[config.mk]
export PLATFORM = sky130hd
export DESIGN_NAME = pipeline_ctrl
export DESIGN_NICKNAME = d
export VERILOG_FILES = /design/src/rtl/pipeline_ctrl_pkg.sv /design/src/rtl/pipeline_ctrl_hazard_detect.sv /design/src/rtl/pipeline_ctrl.sv
export SDC_FILE = /design/constraint.sdc
export NUM_CORES = 1
export LEC_CHECK = 0
export BUFFER_PORTS_ARGS = -buffer_cell sky130_fd_sc_hd__buf_2
export CAP_MARGIN = 20
export CORE_UTILIZATION = 56
export CTS_BUF_LIST = sky130_fd_sc_hd__clkbuf_4 sky130_fd_sc_hd__clkbuf_8
export CTS_CLUSTER_SIZE = 10
export DETAILED_ROUTE_END_ITERATION = 6
export HOLD_SLACK_MARGIN = 0.12
export PLACE_DENSITY = 0.83
export SYNTH_ARGS = -nofsm -noshare
export SYNTH_HDL_FRONTEND = slang
export SYNTH_SLANG_ARGS = --single-unit
[constraint.sdc]
create_clock -name clk_i -period 2.7 [get_ports clk_i]
set_clock_uncertainty 0.15 [all_clocks]
set_input_delay 0.27 -clock clk_i [delete_from_list [all_inputs] [get_ports clk_i]]
set_output_delay 0.27 -clock clk_i [all_outputs]
set_load 0.02 [all_outputs]
[src/rtl/pipeline_ctrl_pkg.sv]
// Shared types and constants for the pipeline stall/flush sequencer.
package pipeline_ctrl_pkg;

   localparam int unsigned REG_IDX_W = 5;
   localparam int unsigned REM_W     = 2;

   typedef enum logic [1:0] {
      RUN      = 2'd0,
      LU_STALL = 2'd1,
      FLUSH    = 2'd2
   } ctrl_state_t;

   typedef struct packed {
      logic pc;
      logic if_id;
      logic id_ex;
      logic ex_mem;
      logic mem_wb;
   } stage_en_t;

   // Load-use bubble: hold PC and IF/ID, let the older stages drain.
   localparam stage_en_t STAGE_EN_LU = '{pc: 1'b0, if_id: 1'b0, id_ex: 1'b1,
                                         ex_mem: 1'b1, mem_wb: 1'b1};

   function automatic stage_en_t stage_en_fill(input logic v);
      return '{pc: v, if_id: v, id_ex: v, ex_mem: v, mem_wb: v};
   endfunction

endpackage

[src/rtl/pipeline_ctrl_hazard_detect.sv]
// Load-use comparator between the decode sources and the exec load destination.
module hazard_detect
   import pipeline_ctrl_pkg::*;
(
   input  logic [REG_IDX_W-1:0] dec_rs1,
   input  logic [REG_IDX_W-1:0] dec_rs2,
   input  logic                 dec_rs1_used,
   input  logic                 dec_rs2_used,
   input  logic [REG_IDX_W-1:0] exe_rd,
   input  logic                 exe_load,
   output logic                 lu_hit_c
);

   logic rs1_hit_c;
   logic rs2_hit_c;

   assign rs1_hit_c = dec_rs1_used & (dec_rs1 == exe_rd);
   assign rs2_hit_c = dec_rs2_used & (dec_rs2 == exe_rd);

   // x0 is hard-wired to zero, so a load targeting it never creates a hazard.
   assign lu_hit_c  = exe_load & (exe_rd != '0) & (rs1_hit_c | rs2_hit_c);

endmodule

[src/rtl/pipeline_ctrl.sv]
// Stall/flush sequencer for the 5-stage core: mem-wait > branch > load-use,
// with saturating stall and flush performance counters.
module pipeline_ctrl
   import pipeline_ctrl_pkg::*;
#(
   parameter int unsigned FLUSH_DEPTH = 2,
   parameter int unsigned LOAD_STALL  = 1,
   parameter int unsigned CNT_W       = 32
) (
   input  logic                 clk_i,
   input  logic                 reset_i,
   input  logic                 branch_en_i,
   input  logic [REG_IDX_W-1:0] dec_rs1_i,
   input  logic [REG_IDX_W-1:0] dec_rs2_i,
   input  logic                 dec_rs1_used_i,
   input  logic                 dec_rs2_used_i,
   input  logic [REG_IDX_W-1:0] exe_rd_i,
   input  logic                 exe_load_i,
   input  logic                 mem_req_i,
   input  logic                 mem_ready_i,
   output logic                 pc_en_o,
   output logic                 if_id_en_o,
   output logic                 id_ex_en_o,
   output logic                 ex_mem_en_o,
   output logic                 mem_wb_en_o,
   output logic                 if_id_flush_o,
   output logic                 id_ex_flush_o,
   output logic [1:0]           state_o,
   output logic [CNT_W-1:0]     stall_cnt_o,
   output logic [CNT_W-1:0]     flush_cnt_o
);

   // Remaining-cycle preloads; the event cycle itself is the first of the sequence.
   localparam logic [REM_W-1:0] FLUSH_INIT =
      (FLUSH_DEPTH > 1) ? REM_W'(FLUSH_DEPTH - 2) : '0;
   localparam logic [REM_W-1:0] LU_INIT =
      (LOAD_STALL > 1) ? REM_W'(LOAD_STALL - 2) : '0;

   ctrl_state_t       state_q;
   ctrl_state_t       state_d;
   logic [REM_W-1:0]  rem_q;
   logic [REM_W-1:0]  rem_d;
   stage_en_t         en_c;
   logic              if_id_flush_c;
   logic              id_ex_flush_c;
   logic              lu_hit_c;
   logic              mem_wait_c;
   logic              flush_inc_c;
   logic [CNT_W-1:0]  stall_cnt_q;
   logic [CNT_W-1:0]  flush_cnt_q;

   hazard_detect u_hazard_detect (
      .dec_rs1      (dec_rs1_i),
      .dec_rs2      (dec_rs2_i),
      .dec_rs1_used (dec_rs1_used_i),
      .dec_rs2_used (dec_rs2_used_i),
      .exe_rd       (exe_rd_i),
      .exe_load     (exe_load_i),
      .lu_hit_c     (lu_hit_c)
   );

   assign mem_wait_c  = mem_req_i & ~mem_ready_i;
   assign flush_inc_c = branch_en_i & ~mem_wait_c;

   always_ff @(posedge clk_i) begin
      if (reset_i) begin
         state_q <= RUN;
         rem_q   <= '0;
      end else begin
         state_q <= state_d;
         rem_q   <= rem_d;
      end
   end

   // Next state and zero-latency stage controls.
   always_comb begin
      state_d       = state_q;
      rem_d         = rem_q;
      en_c          = stage_en_fill(1'b1);
      if_id_flush_c = 1'b0;
      id_ex_flush_c = 1'b0;

      if (reset_i) begin
         en_c          = stage_en_fill(1'b0);
         if_id_flush_c = 1'b1;
         id_ex_flush_c = 1'b1;
         state_d       = RUN;
         rem_d         = '0;
      end else if (mem_wait_c) begin
         en_c = stage_en_fill(1'b0);
      end else if (branch_en_i) begin
         if_id_flush_c = 1'b1;
         id_ex_flush_c = 1'b1;
         if (FLUSH_DEPTH > 1) begin
            state_d = FLUSH;
            rem_d   = FLUSH_INIT;
         end else begin
            state_d = RUN;
            rem_d   = '0;
         end
      end else begin
         case (state_q)
            RUN: begin
               if (lu_hit_c) begin
                  en_c          = STAGE_EN_LU;
                  id_ex_flush_c = 1'b1;
                  if (LOAD_STALL > 1) begin
                     state_d = LU_STALL;
                     rem_d   = LU_INIT;
                  end
               end
            end
            LU_STALL: begin
               en_c          = STAGE_EN_LU;
               id_ex_flush_c = 1'b1;
               if (rem_q == '0) state_d = RUN;
               else             rem_d   = rem_q - REM_W'(1);
            end
            FLUSH: begin
               // Decode holds a bubble here, so any lu_hit is spurious.
               if_id_flush_c = 1'b1;
               if (rem_q == '0) state_d = RUN;
               else             rem_d   = rem_q - REM_W'(1);
            end
            default: begin
               state_d = RUN;
               rem_d   = '0;
            end
         endcase
      end
   end

   // Saturating performance counters.
   always_ff @(posedge clk_i) begin
      if (reset_i) begin
         stall_cnt_q <= '0;
         flush_cnt_q <= '0;
      end else begin
         if (!en_c.pc && (stall_cnt_q != '1)) stall_cnt_q <= stall_cnt_q + CNT_W'(1);
         if (flush_inc_c && (flush_cnt_q != '1)) flush_cnt_q <= flush_cnt_q + CNT_W'(1);
      end
   end

   assign pc_en_o       = en_c.pc;
   assign if_id_en_o    = en_c.if_id;
   assign id_ex_en_o    = en_c.id_ex;
   assign ex_mem_en_o   = en_c.ex_mem;
   assign mem_wb_en_o   = en_c.mem_wb;
   assign if_id_flush_o = if_id_flush_c;
   assign id_ex_flush_o = id_ex_flush_c;
   assign state_o       = reset_i ? RUN : state_q;
   assign stall_cnt_o   = reset_i ? '0 : stall_cnt_q;
   assign flush_cnt_o   = reset_i ? '0 : flush_cnt_q;

endmodule
==> flow_summary.yaml <==
setup_path:
  critical_path_class: "flip-flop to flip-flop"
  worst_path_max_delay_cell: "or4_1"
  critPathLaunchType: "flip-flop"
  crit_arrival_ns: 2.52
  critPathBufInv: 0
  cp_max_fo: 13
  cp-end-kind: "flip-flop"
  cp_top_family: "simple AND/OR/NAND/NOR gates"
  worstPathCellList: "ha_1, and4_4, a32oi_4, nand2_2, or4_1, a21oi_1"
  worst-endpoint-required_ns: 2.82
  reg2reg_slack_ns: 0.30
  max_stage_delay_ns: 0.54
clock_tree:
  clockBufferDepth: 2
  postCtsSetupRepairBufs: 0
  post_cts_resized: 0
  cts_buffers: 9
  clk_pin_slew_ns: 0.06
  cts_tree: "built"
  cts_root_buf: "clkbuf_8"
  hold_buffers: 0
  clk_latency_ns: 0.34
  cts_max_level: 3
  clkSinkCount: 67
sta:
  max-slew-margin-rel: 0.595
  timing.final.crit_share: 0.890
  fmaxAchievable_ghz: 0.416
  rsz0062_at_grt: "false"
  setup_viol: 0
  slew_violations: 0
  fin_setup_tns_ns: 0
  hold_viol_final: 0
  period_minus_slack_ns: 2.40
  tightest_slew_ns: 0.603
layout:
  diodes: 0
  fin_cells: 680
  final_area_sq_um: 4690
  nets: 605
  n_fill_cell: 589
  area_growth_pct: 17.6
  drive_gt1_frac: 0.245
hold_path:
  hold_path_class: "input port to flip-flop"
synthesis:
  syn-cell-area_sq_um: 3990
  syn_nets: 521
  synth_ff_type: "dfxtp_1"
  synth_area_per_cell_sq_um: 8.05
  ys_warn_count: 0
  ys_types: 51
  yosysSeqAreaShare: 0.336
  synth-seq-cells: 67
  syn_inst: 495
  async_flop_share: 0
  synth_enable_flop_cells: 0
placed_design:
  dp_hpwl_mm: 6.24
  gp_routability_congestion: 0.835
  placed_cell_area_sq_um: 4500
  io_buffers: 94
  place_inst: 664
route:
  vias: 3675
  ant_nets: 0
  drt_iter0_markers: 190
  wl_mm: 8.70
  route.detailed.drc: 0
  wl_per_cell_um: 12.8
  firstDrtPassIters: 4
  routed_via_density: 5.40
die:
  fp.dieH_um: 86.4
  io_pins: 96
  die_w_um: 86.4
  dieArea_sq_um: 7460
  row_count: 30
  core_area_sq_um: 6830
  start_util: 0.584
status:
  status: "complete, no violations"
job:
  cap_violations: 0
global_route:
  grt_first_pass_wirelength_mm: 14.2
  grt_pass1_vias: 3254
  grt_max_degree: 135
  grt_usage: 0.239
  grt-ovfl-total: 0
  antenna_found_initial: 0
power:
  cellLeakagePower_uw: 0.00198
  irDropWorstVdd_v: 0.000386
  powerDensity_nw_per_um2: 415
-- metal layers --
layer	GRT usage	part of all wire	vias to the layer above
li1	-	-	1864
met1	0.288	0.44	1706
met2	0.407	0.49	89
met3	0.0600	0.042	16
met4	0.0970	0.022	0
met5	0	0	-
-- cell families after synthesis --
| family | synth area share |
|---|---|
| and+or+nand+nor | 0.412 |
| DFF | 0.336 |
| xor gates and xnor gates | 0.119 |
| AOI/OAI and AO/OA | 0.0587 |
| buffers and inverters | 0.0355 |
| muxes | 0.0282 |
| adders and majority gates | 0.00942 |
| other | 0.000941 |
-- cell type report --
type                            instances  area (sq um)  area share
Tap cell                               96           120      0.0256
Inverter                                4          15.0     0.00320
Timing Repair Buffer                   99           523       0.112
Clock inverter                          2          10.0     0.00214
Clock buffer                           14           174      0.0371
Sequential cell                        67          1340       0.286
Multi-Input combinational cell        398          2500       0.534
-- power by group --
part           internal [uW]  switching (uW)  leakage, uW
Clock                    412             355     0.000101
Combinational           59.1             108      0.00134
Sequential               996            14.0     0.000540
Total                   1470             478      0.00198
-- worst register-to-register path: stages, from the launching register on --
cell	delay [ns]
dfxtp_1	0.39
ha_1	0.27
and4_4	0.17
a32oi_4	0.45
nand2_2	0.22
or4_1	0.55
a21oi_1	0.14
-- layout by cell type (no fill, tap or decap), drive strengths merged, types with 3 or more instances in the layout --
master / netlist / final
or3: 4 / 4
nand3: 34 / 34
and4: 8 / 8
mux2: 10 / 10
clkbuf: 13 / 14
a21oi: 14 / 14
nand4: 29 / 29
buf: 13 / 99
and3: 17 / 17
or4: 6 / 6
dfxtp: 67 / 67
nor2: 81 / 81
inv: 4 / 4
nand2: 30 / 30
nor4b: 3 / 3
o21ai: 6 / 6
xor2: 39 / 39
and2: 3 / 3
ha: 3 / 3
xnor2: 15 / 15
nor2b: 65 / 65
nor3: 9 / 9
-- per-stage QoR --
step | total power [uW] | setup slack, ns | utilization | hold slack (ns)
3_5_place_dp | 1200 | 0.318 | 0.659 | 0.333
5_1_grt | 2030 | 0.137 | 0.686 | 0.215
2_1_floorplan | 1150 | 0.0844 | - | 0.302
6_report | 1940 | 0.297 | 0.686 | 0.187
3_3_place_gp | 1190 | 0.359 | 0.659 | 0.308
4_1_cts | 1970 | 0.297 | 0.686 | 0.170
-- path summary, 6_finish.rpt --
path	from	to	cells after the start
setup reg to reg	stall_cnt_q[0]$_SDFFE_PP0P_	stall_cnt_q[25]$_SDFFE_PP0P_	6
setup / recovery	stall_cnt_q[0]$_SDFFE_PP0P_	stall_cnt_q[25]$_SDFFE_PP0P_	6
hold reg to reg	stall_cnt_q[27]$_SDFFE_PP0P_	stall_cnt_q[27]$_SDFFE_PP0P_	2
hold / removal	mem_req_i	state_q[1]$_SDFFE_PP0P_	5
-- flip-flops by register name, summed over array words and instances, names as in the netlist --
| name | cells |
|---|---|
| flush_cnt_q | 32 |
| rem_q | 2 |
| stall_cnt_q | 32 |
| state_q | 1 |
-- cell usage after synthesis (3+ instances only) --
master	instances	share of area
xor2_1	39	0.086
xnor2_1	15	0.033
or4_1	5	0.0094
inv_1	4	0.0038
nor2b_1	65	0.10
ha_1	3	0.0094
clkbuf_1	12	0.011
and4_4	5	0.014
nand2_2	3	0.0047
buf_1	6	0.0056
and4_1	3	0.0066
nand4_1	29	0.046
a21oi_1	14	0.018
dfxtp_1	67	0.34
and2_1	3	0.0047
buf_4	5	0.0094
nand2_1	27	0.025
mux2_2	9	0.025
nor3_1	8	0.010
or3_1	3	0.0047
nor2_1	81	0.076
o21ai_0	6	0.0075
nand3_1	33	0.041
and3_1	17	0.027
No activity file was read; power rests on OpenSTA's default activity.
